===== src/rtl/cpu_serial_frame_loader.sv =====
// Bit-serial loader for one CPU frame (operand A, operand B, opcode) with atomic
// commit, programmable bit order, inter-bit timeout, abort and a frame counter.
module cpu_serial_frame_loader #(
    parameter int unsigned DATA_W      = 8,
    parameter int unsigned OP_W        = 4,
    parameter int unsigned LSB_FIRST   = 0,
    parameter int unsigned TIMEOUT_CYC = 255
) (
    input  logic              clk_i,
    input  logic              rst_ni,
    input  logic              start_i,
    input  logic              bit_i,
    input  logic              bit_valid_i,
    input  logic              abort_i,
    input  logic              ack_i,
    output logic [DATA_W-1:0] reg_a_o,
    output logic [DATA_W-1:0] reg_b_o,
    output logic [OP_W-1:0]   reg_op_o,
    output logic              frame_valid_o,
    output logic              busy_o,
    output logic              err_timeout_o,
    output logic [7:0]        frame_cnt_o
);

    localparam int unsigned MAX_W    = (DATA_W > OP_W) ? DATA_W : OP_W;
    localparam int unsigned CNT_W    = $clog2(MAX_W);
    localparam int unsigned TMO_W    = (TIMEOUT_CYC > 1) ? $clog2(TIMEOUT_CYC) : 1;
    localparam int unsigned TMO_LAST = (TIMEOUT_CYC > 0) ? TIMEOUT_CYC - 1 : 0;
    localparam logic        TMO_EN   = (TIMEOUT_CYC > 0);

    localparam logic [2:0] IDLE    = 3'd0;
    localparam logic [2:0] LOAD_A  = 3'd1;
    localparam logic [2:0] LOAD_B  = 3'd2;
    localparam logic [2:0] LOAD_OP = 3'd3;
    localparam logic [2:0] HOLD    = 3'd4;

    logic [2:0]        state_q, state_d;
    logic [CNT_W-1:0]  bit_cnt_q;
    logic [TMO_W-1:0]  tmo_cnt_q;
    logic [DATA_W-1:0] stage_a_q, stage_b_q;
    logic [OP_W-1:0]   stage_op_q;
    logic              in_load, last_bit, tmo_hit, accept;

    function automatic logic [DATA_W-1:0] shift_d(input logic [DATA_W-1:0] s, input logic b);
        return (LSB_FIRST != 0) ? {b, s[DATA_W-1:1]} : {s[DATA_W-2:0], b};
    endfunction

    function automatic logic [OP_W-1:0] shift_op(input logic [OP_W-1:0] s, input logic b);
        return (LSB_FIRST != 0) ? {b, s[OP_W-1:1]} : {s[OP_W-2:0], b};
    endfunction

    // Next-state and per-cycle qualifiers; abort beats timeout beats bit acceptance.
    always_comb begin
        state_d  = state_q;
        in_load  = (state_q == LOAD_A) || (state_q == LOAD_B) || (state_q == LOAD_OP);
        last_bit = (state_q == LOAD_OP) ? (bit_cnt_q == CNT_W'(OP_W - 1))
                                        : (bit_cnt_q == CNT_W'(DATA_W - 1));
        tmo_hit  = TMO_EN && in_load && !bit_valid_i && (tmo_cnt_q == TMO_W'(TMO_LAST));
        accept   = in_load && bit_valid_i && !abort_i;
        case (state_q)
            IDLE:    if (start_i) state_d = LOAD_A;
            LOAD_A:  if (abort_i || tmo_hit) state_d = IDLE;
                     else if (accept && last_bit) state_d = LOAD_B;
            LOAD_B:  if (abort_i || tmo_hit) state_d = IDLE;
                     else if (accept && last_bit) state_d = LOAD_OP;
            LOAD_OP: if (abort_i || tmo_hit) state_d = IDLE;
                     else if (accept && last_bit) state_d = HOLD;
            HOLD:    if (ack_i) state_d = IDLE;
            default: state_d = IDLE;
        endcase
    end

    always_ff @(posedge clk_i) begin
        if (!rst_ni) begin
            state_q       <= IDLE;
            bit_cnt_q     <= '0;
            tmo_cnt_q     <= '0;
            stage_a_q     <= '0;
            stage_b_q     <= '0;
            stage_op_q    <= '0;
            reg_a_o       <= '0;
            reg_b_o       <= '0;
            reg_op_o      <= '0;
            frame_valid_o <= 1'b0;
            busy_o        <= 1'b0;
            err_timeout_o <= 1'b0;
            frame_cnt_o   <= '0;
        end else begin
            state_q       <= state_d;
            busy_o        <= (state_d == LOAD_A) || (state_d == LOAD_B) || (state_d == LOAD_OP);
            frame_valid_o <= (state_d == HOLD);
            err_timeout_o <= tmo_hit && !abort_i;
            if (state_q == IDLE) begin
                bit_cnt_q <= '0;
                tmo_cnt_q <= '0;
            end else if (accept) begin
                bit_cnt_q <= last_bit ? '0 : bit_cnt_q + CNT_W'(1);
                tmo_cnt_q <= '0;
                case (state_q)
                    LOAD_A:  stage_a_q  <= shift_d(stage_a_q, bit_i);
                    LOAD_B:  stage_b_q  <= shift_d(stage_b_q, bit_i);
                    default: stage_op_q <= shift_op(stage_op_q, bit_i);
                endcase
                // Commit the whole frame on the edge that takes the last opcode bit.
                if (state_q == LOAD_OP && last_bit) begin
                    reg_a_o     <= stage_a_q;
                    reg_b_o     <= stage_b_q;
                    reg_op_o    <= shift_op(stage_op_q, bit_i);
                    frame_cnt_o <= frame_cnt_o + 8'd1;
                end
            end else if (in_load && !bit_valid_i && TMO_EN) begin
                tmo_cnt_q <= tmo_cnt_q + TMO_W'(1);
            end
        end
    end

endmodule


===== config.mk =====
export PLATFORM = sky130hd
export DESIGN_NAME = cpu_serial_frame_loader
export DESIGN_NICKNAME = d
export VERILOG_FILES = /design/src/rtl/cpu_serial_frame_loader.sv
export SDC_FILE = /design/constraint.sdc
export NUM_CORES = 1
export LEC_CHECK = 0
export CORE_MARGIN = 2
export CORE_UTILIZATION = 45
export DETAILED_ROUTE_END_ITERATION = 12
export HOLD_SLACK_MARGIN = 0.15
export PLACE_DENSITY = 0.8
export RECOVER_POWER = 100
export SLEW_MARGIN = 40
export SYNTH_ARGS = -nofsm -noshare
export SYNTH_HDL_FRONTEND = slang
export SYNTH_SLANG_ARGS = --single-unit

===== constraint.sdc =====
create_clock -name clk_i -period 4.5 [get_ports clk_i]
set_clock_uncertainty 0.1 [all_clocks]
set_input_delay 0.9 -clock clk_i [delete_from_list [all_inputs] [get_ports clk_i]]
set_output_delay 0.9 -clock clk_i [all_outputs]
set_load 0.02 [all_outputs]

==> run metrics, run 1 <==
Final Max Tran Viols 0; core footprint 5540 um^2; gpl congestion 0.846; dpl cell area 2970 um^2; RSZ-0062 raised after global routing false; number of synthesized flops with an enable pin 0; setup TNS 0 ns; Syn. warnings 0; H-tree depth 3; reg2reg setup slack 1.94 ns; Synth cell types 36; syn_nets 308; area of the multi-input gates 1200 um^2; Clock Tree Buf Depth 2; die area 6370 um^2; Total Routing Usage GR 0.176; Yosys top cell by area dfxtp_1; Startpoint Class input pin; Rows 27; Avg Inst Size Synth 8.70 um^2; post-DP HPWL 3350 um; Starting Density 0.467; Clk pin slew, worst setup/hold paths 0.07 ns; sequential area share after synthesis 0.496; Die Ht 79.8 um; power per cell area 345 nW/um^2; Syn Std Cell Area 2580 um^2; Via Count 2038; Setup CP Type input pin to flip-flop; pin count of the biggest net entering global routing 48; most instantiated cells after synthesis 64 x dfxtp_1, 58 x nand2_1, 34 x a21oi_1, 29 x nor2_1, 19 x mux2i_1; CP max FO 16; Setup crit end kind flip-flop; final setup vio count 0; Clock Latency Late Sink 0.34 ns; CP arrival 3.45 ns; largest cells by area after synthesis dfxtp_1 50%, nand2_1 8.4%, mux2i_1 7.4%, a21oi_1 6.6%, nor2_1 4.2%; PortBufs 37; fin crit share 0.727; ANT cells 0; initial antenna violation count 0; CTS sink cnt 64; Primary FF master, synth dfxtp_1; design area 3160 um^2; Root Buffer clkbuf_8; most numerous cell in the Yosys netlist dfxtp_1; Final Critical Period 3.27 ns; outcome completed; CTS Hold Buffers Added 0; Worst-Margin Slew 0.786 ns; DR pass1 iterations 4; io pins 38; ratio of cells with drive above 1 in the final layout 0.0601; FF+latch count, synth 64; CTS tree done; Die X 79.8 um; 1st-iter DRT viols 111; fin nets 339; final WL 4930 um; max_slew headroom 0.476; GRT overflow 0; Worst Hold Class flip-flop to flip-flop; Routed Antenna Nets 0; Async S/R FF share, synth 0; Peak supply drop 0.151 mV; fin util 0.570; Fill cells 494; first-pass GRT wire length 8590 um; DRC viols 0; area occupied by registers 1280 um^2; Peak Freq 306 MHz; vias in the first global route 1957; area share of the largest cell type after synthesis 0.496; routed vias/inst 5.03; CTS resizes 0; synthesis-to-layout area growth 22.1%; leakage 1.27 nW; average wire per standard cell 12.2 um; Max Cap Viol 0; Post-Synthesis Cells 297; CP required 4.68 ns; number of CTS-inserted buffers 9; final number of hold-violating endpoints 0; setup bufs post-CTS 0
==> critical path: stages <==
cell	delay, ns
dlygate4sd3_1	0.59
nor3b_4	0.40
nand3_1	0.58
clkbuf_1	0.42
or3_1	0.41
a21oi_1	0.14
==> cells by family (layout without fill, tap and decap cells) <==
logic type | Yosys count | in the layout | synth area share
fa+ha+maj | 4 | 4 | 0.0194
flops | 64 | 64 | 0.496
simple gates | 128 | 128 | 0.235
mux | 19 | 19 | 0.0736
buf+inv | 21 | 57 | 0.0368
xor+xnor | 9 | 9 | 0.0305
compound gates | 52 | 52 | 0.109
==> worst paths after layout <==
path / end / start / depth (start not counted)
worst min register to register: reg_a_o[4]$_SDFFE_PN0P_ / reg_a_o[4]$_SDFFE_PN0P_ / 2
worst max-delay path: frame_cnt_o[3]$_SDFFE_PN0P_ / bit_valid_i / 6
worst min-delay path: reg_a_o[4]$_SDFFE_PN0P_ / reg_a_o[4]$_SDFFE_PN0P_ / 2
worst max register to register: frame_cnt_o[3]$_SDFFE_PN0P_ / state_q[2]$_SDFF_PN0_ / 5
==> registers in the layout (all words and copies together) (netlist names) <==
register	count
bit_cnt_q	3
busy_o	1
err_timeout_o	1
frame_cnt_o	8
frame_valid_o	1
reg_a_o	8
reg_b_o	8
reg_op_o	4
stage_a_q	8
stage_b_q	8
stage_op_q	3
state_q	3
tmo_cnt_q	8
==> report_power, final <==
part	internal, W	leakage [nW]	switching [W]	total [W]
registers	0.000568	0.516	0.00000195	0.000570
clock network	0.000270	0.0993	0.000219	0.000489
logic	0.0000116	0.655	0.0000193	0.0000310
==> layout make-up <==
class,count,area share
sequential,64,0.406
multi-input combinational,212,0.379
timing repair buffer,39,0.121
clock buffer,11,0.0448
tap,72,0.0285
clock inverter,5,0.0178
inverter,2,0.00238
==> layout by cell type (no fill, tap or decap), types with 5 or more instances in the layout <==
cell type | synthesis | routed
nand4_1 | 6 | 6
o21ai_0 | 10 | 10
a21oi_1 | 34 | 34
dfxtp_1 | 64 | 64
clkdlybuf4s50_1 | 0 | 5
mux2i_1 | 19 | 19
xor2_1 | 5 | 5
nor2_1 | 29 | 29
clkbuf_8 | 0 | 10
dlygate4sd3_1 | 0 | 32
nand3_1 | 7 | 8
nand2_1 | 58 | 58
==> stage by stage <==
stage | hold WS (ns) | setup WS, ns | std cells | power [W]
6_report | 0.357 | 1.23 | 405 | 0.00109
5_1_grt | 0.368 | 0.956 | 405 | 0.00112
4_1_cts | 0.359 | 1.62 | 405 | 0.00110
3_5_place_dp | 0.350 | 1.28 | 389 | 0.000614
3_3_place_gp | 0.340 | 1.34 | 389 | 0.000613
2_1_floorplan | 0.328 | 2.35 | 297 | 0.000602
==> layer usage <==
| metal | part of all wire | GRT usage | routed length [um] | vias up |
|---|---|---|---|---|
| li1 | - | - | - | 1069 |
| met1 | 0.49 | 0.212 | 2390 | 923 |
| met2 | 0.45 | 0.283 | 2240 | 33 |
| met3 | 0.031 | 0.0317 | 155 | 13 |
| met4 | 0.030 | 0.120 | 147 | 0 |
| met5 | 0 | 0 | 0 | - |
(Power assumes the default switching activity.)
==> inputs of run 2 (changes only) <==
Clock period 4.5 ns to 3.4 ns, I/O delays scaled along.
==> run 2 against run 1 <==
  * Worst setup slack worse by 0.39 ns
  * Sequential power is 32% higher
  * Non-clock buffer count is 1 higher
  * Combinational power rose by 31%
  * Clock power rose by 34%
  * Sequential cell count is the same
  * Cell count increased by 0.25%
  * Sequential share of layout area fell by 0.26 points
  * Global-route usage increased by 0.22 points
  * Largest power group unchanged
==> run metrics, run 2 (synthesis results as in run 1) <==
outcome completed; r2r startpoint state_q[2]$_SDFF_PN0_; commonest non-fill, non-tap cell in the layout dfxtp_1; ANT cells 0 (unchanged); CP required 3.50 ns (-1.18 ns); vias in the first global route 2005 (+2.5%); fin crit share 0.755; final WL 4960 um (+0.53%); CP arrival 2.66 ns (-0.79 ns); CTS sink cnt 64 (unchanged); H-tree depth 3 (unchanged); PortBufs 37 (unchanged); CP endpoint frame_cnt_o[6]$_SDFFE_PN0P_; Final Critical Period 2.57 ns; max_slew headroom 0.589 (+0.113); leakage 1.28 nW (+0.84%); RSZ-0062 raised after global routing false; Peak Freq 390 MHz; ratio of cells with drive above 1 in the final layout 0.0689 (+0.00880); post-DP HPWL 3390 um (+1.3%); CP max FO 22 (+6); first-pass GRT wire length 8790 um (+2.3%); reg2reg setup slack 1.33 ns (-0.61 ns); Clock Tree Buf Depth 2 (unchanged); 1st-iter DRT viols 112 (+0.90%); Clock Latency Late Sink 0.34 ns (about the same); power per cell area 457 nW/um^2 (+32%); Seq pwr share 0.519 (-0.004); crit path launch bit_valid_i; Worst-Margin Slew 0.616 ns (-0.170 ns); most frequent cells in the layout 64 x dfxtp_1, 58 x nand2_1, 34 x a21oi_1, 33 x dlygate4sd3_1, 29 x nor2_1; CTS resizes 0 (unchanged); Worst R2R Path Depth 5 (unchanged); Peak supply drop 0.314 mV (+110%); synthesis-to-layout area growth 22.8%; DRC viols 0 (unchanged); GRT overflow 0 (unchanged); Max Cap Viol 0 (unchanged); routed vias/inst 5.09 (+1.1%); Routed Antenna Nets 0 (unchanged); Setup CP Type input pin to flip-flop; sw frac 0.213 (-0.00720); fin util 0.573 (+0.00361); initial antenna violation count 0 (unchanged); gpl congestion 0.813 (-3.9%); P_int 0.00114 W (+34%); Setup crit end kind flip-flop; Rows 27 (unchanged); Die Ht 79.8 um (unchanged); Via Count 2065 (+1.3%); design area 3180 um^2 (+0.63%); dpl cell area 2980 um^2 (+0.25%); core footprint 5540 um^2 (unchanged); number of CTS-inserted buffers 9 (unchanged); Startpoint Class input pin; Worst Hold Class flip-flop to flip-flop; Critical path buffers and inverters 2 (unchanged); fin nets 340 (+0.29%); io pins 38 (unchanged); CTS tree done; critical-path cell list dlygate4sd3_1 > nor3b_4 > nand3_1 > buf_4 > o31ai_1 > a21oi_1; Clk pin slew, worst setup/hold paths 0.07 ns (about the same); Die X 79.8 um (unchanged); DR pass1 iterations 4 (unchanged); setup bufs post-CTS 0 (unchanged); Clock power frac 0.453 (+0.004); Starting Density 0.467 (unchanged); pin count of the biggest net entering global routing 30 (-38%); final number of hold-violating endpoints 0 (unchanged); FF-to-FF End frame_cnt_o[6]$_SDFFE_PN0P_; Total Routing Usage GR 0.178 (+0.00218); Final Max Tran Viols 0 (unchanged); CP max-delay cell dlygate4sd3_1; Root Buffer clkbuf_8; Crit path largest cell delay 0.59 ns (about the same); Psw 0.000310 W (+29%); CTS Hold Buffers Added 0 (unchanged); delay-heaviest family, CP buffers and inverters; combinational share of power 0.028 (about the same); final setup vio count 0 (unchanged); cell count along the critical path 6 (unchanged); setup TNS 0 ns (unchanged); average wire per standard cell 12.2 um (+0.28%); die area 6370 um^2 (unchanged)
-- run 2: stage by stage --
step	hold WS, ns	power (W)	worst slack (ns)	instances
finish	0.353	0.00145	0.834	406
global route	0.376	0.00151	0.694	406
CTS	0.360	0.00147	1.01	406
detailed placement	0.346	0.000813	0.653	390
global placement	0.345	0.000812	0.701	390
floorplan	0.328	0.000797	1.47	297
-- run 2: worst register-to-register path: cells and delay by family (launching register included) --
| kind | cells | cell delay (ns) |
|---|---|---|
| and+or+nand+nor | 2 | 0.76 |
| AOI/OAI and AO/OA | 2 | 0.35 |
| DFF | 1 | 0.41 |
| buffers and inverters | 1 | 0.32 |
-- run 2: power by group through the flow --
| stage | Combinational (W) | Clock, W | Sequential (W) |
|---|---|---|---|
| floorplan | 0.0000269 | 0 | 0.000770 |
| global placement | 0.0000411 | 0 | 0.000771 |
| detailed placement | 0.0000415 | 0 | 0.000771 |
| CTS | 0.0000415 | 0.000677 | 0.000754 |
| global route | 0.0000449 | 0.000708 | 0.000754 |
| finish | 0.0000405 | 0.000657 | 0.000754 |
-- run 2: final cells by class --
class	count	area (um^2)
Fill cell	515	2360
Sequential cell	64	1280
Multi-Input combinational cell	212	1200
Timing Repair Buffer	40	393
Clock buffer	11	151
Tap cell	72	90.1
Clock inverter	5	55.1
Inverter	2	7.51
-- run 2: worst min-delay path by stage --
stage | start | endpoint | slack, ns | cells after the start
after floorplan | stage_op_q[2]$_SDFFE_PN0P_ | reg_op_o[3]$_SDFFE_PN0P_ | 0.33 | 2
after detailed placement | stage_op_q[2]$_SDFFE_PN0P_ | reg_op_o[3]$_SDFFE_PN0P_ | 0.35 | 2
final | reg_b_o[6]$_SDFFE_PN0P_ | reg_b_o[6]$_SDFFE_PN0P_ | 0.35 | 2
after global placement | stage_a_q[7]$_SDFFE_PN0P_ | reg_a_o[7]$_SDFFE_PN0P_ | 0.34 | 2
after CTS | stage_a_q[7]$_SDFFE_PN0P_ | reg_a_o[7]$_SDFFE_PN0P_ | 0.36 | 2
after global routing | reg_a_o[1]$_SDFFE_PN0P_ | reg_a_o[1]$_SDFFE_PN0P_ | 0.38 | 2
-- run 2: routing by layer --
metal,routed length (um),vias to the layer above,global-route usage
li1,-,1069,-
met1,2390,943,0.226
met2,2220,43,0.276
met3,220,10,0.0577
met4,125,0,0.0780
met5,0,-,0
==> inputs of run 3 (changes only) <==
Clock period 3.4 ns to 2.4 ns, I/O delays scaled along.
==> run 3 against run 2 <==
  * Worst setup slack worse by 0.58 ns
  * Largest power group unchanged
  * Register-to-register slack lost 0.80 ns
  * Clock power up 44%
  * Cell area is 1.9% higher
  * Wire length decreased by 3.1%
  * Sequential power grew 42%
==> run metrics, run 3 (synthesis results as in run 1) <==
outcome completed; PortBufs 37 (unchanged); Worst R2R Path Depth 5 (unchanged); Worst-Margin Slew 0.563 ns (-0.0533 ns); total power 0.00208 W (+43%); Root Buffer clkbuf_8; setup bufs post-CTS 0 (unchanged); number of cells on the worst hold path 2 (unchanged); Seq pwr share 0.513 (-0.006); final setup vio count 0 (unchanged); fin crit share 0.895; CP required 2.51 ns (-0.99 ns); Startpoint Class input pin; routed vias/inst 5.10 (+0.32%); 1st-iter DRT viols 151 (+35%); Clk pin slew, worst setup/hold paths 0.06 ns (about the same); RSZ-0062 raised after global routing false; Total Routing Usage GR 0.167 (-0.0112); Clock Tree Buf Depth 2 (unchanged); Worst Hold Class flip-flop to flip-flop; sw frac 0.199 (-0.0149); H-tree depth 3 (unchanged); post-DP HPWL 3290 um (-2.9%); CP max FO 9 (-59%); number of CTS-inserted buffers 9 (unchanged); most frequent cells in the layout 64 x dfxtp_1, 58 x nand2_1, 34 x a21oi_1, 32 x dlygate4sd3_1, 29 x nor2_1; Rows 27 (unchanged); Die Ht 79.8 um (unchanged); synthesis-to-layout area growth 25.2%; Routed Antenna Nets 0 (unchanged); Max Cap Viol 0 (unchanged); Hold WS 0.353 ns (-0.000126 ns); fin util 0.584 (+0.0111); gpl congestion 0.786 (-3.2%); DRC viols 0 (unchanged); DR pass1 iterations 4 (unchanged); combinational share of power 0.031 (+0.003); Final Max Tran Viols 0 (unchanged); CTS resizes 0 (unchanged); final WL 4800 um (-3.1%); Setup CP Type input pin to flip-flop; fin cells 410 (+0.99%); die area 6370 um^2 (unchanged); Setup crit end kind flip-flop; fin nets 345 (+1.5%); Via Count 2092 (+1.3%); CTS tree done; pin count of the biggest net entering global routing 49 (+63%); CTS sink cnt 64 (unchanged); P_int 0.00167 W (+46%); commonest non-fill, non-tap cell in the layout dfxtp_1; CTS Hold Buffers Added 0 (unchanged); ANT cells 0 (unchanged); final number of hold-violating endpoints 0 (unchanged); Peak Freq 466 MHz; GRT overflow 0 (unchanged); placed cells 395 (+1.3%); Clock power frac 0.455 (+0.002); first-pass GRT wire length 8380 um (-4.6%); Peak supply drop 0.344 mV (+9.5%); vias in the first global route 1956 (-2.4%); Clock Latency Late Sink 0.32 ns (-0.02 ns); Final Critical Period 2.15 ns; average wire per standard cell 11.7 um (-4.1%); Psw 0.000413 W (+33%); Starting Density 0.467 (unchanged); initial antenna violation count 0 (unchanged); leakage 1.31 nW (+2.0%); ratio of cells with drive above 1 in the final layout 0.0740 (+0.00510); Die X 79.8 um (unchanged); CP arrival 2.26 ns (-0.40 ns); setup TNS 0 ns (unchanged); io pins 38 (unchanged); core footprint 5540 um^2 (unchanged); max_slew headroom 0.625 (+0.0360); power per cell area 643 nW/um^2 (+41%)
-- run 3: cell types whose count changed in the layout (fill, tap and decap cells not counted), sizes merged --
| cell | before | now |
|---|---|---|
| clkdlybuf4s50 | 4 | 5 |
| buf | 3 | 6 |
| clkbuf | 11 | 13 |
| dlygate4sd3 | 33 | 32 |
| clkinvlp | 2 | 0 |
| bufinv | 1 | 2 |
-- run 3: layout make-up --
type                       instances  area (um^2)
inverter                           2         7.51
tap                               72         90.1
timing repair buffer              45          448
clock buffer                      11          131
fill                             510         2300
multi-input combinational        212         1210
clock inverter                     4         70.1
sequential                        64         1280
-- run 3: final timing paths --
kind | slack, ns | to | start
setup reg to reg | 0.53 | frame_cnt_o[6]$_SDFFE_PN0P_ | bit_cnt_q[0]$_SDFFE_PP0P_
hold reg to reg | 0.35 | reg_a_o[3]$_SDFFE_PN0P_ | reg_a_o[3]$_SDFFE_PN0P_
hold / removal | 0.35 | reg_a_o[3]$_SDFFE_PN0P_ | reg_a_o[3]$_SDFFE_PN0P_
setup / recovery | 0.25 | stage_b_q[2]$_SDFFE_PN0P_ | bit_valid_i
-- run 3: per-stage QoR --
step / setup slack [ns] / area (um^2)
3_3_place_gp: 0.174 / 3040
6_report: 0.253 / 3240
4_1_cts: 0.398 / 3240
5_1_grt: 0.145 / 3240
2_1_floorplan: 0.665 / 2580
3_5_place_dp: 0.115 / 3040
-- run 3: power groups by stage --
stage / sequential, W / clock (W) / combinational (W)
4_1_cts: 0.00107 / 0.000973 / 0.0000656
5_1_grt: 0.00107 / 0.00102 / 0.0000707
2_1_floorplan: 0.00109 / 0 / 0.0000381
3_5_place_dp: 0.00109 / 0 / 0.0000655
3_3_place_gp: 0.00109 / 0 / 0.0000647
6_report: 0.00107 / 0.000948 / 0.0000646
-- run 3: worst max-delay path, stage by stage --
cell	delay [ns]
dlygate4sd3_1	0.58
nor3b_4	0.18
buf_4	0.18
nand3b_1	0.08
clkbuf_1	0.45
mux2i_1	0.26
nor2_1	0.05
-- run 3: routing by layer --
| layer | routed length, um | vias up | GRT usage |
|---|---|---|---|
| li1 | - | 1083 | - |
| met1 | 2280 | 965 | 0.210 |
| met2 | 2240 | 36 | 0.265 |
| met3 | 189 | 8 | 0.0396 |
| met4 | 91 | 0 | 0.0864 |
| met5 | 0 | - | 0 |
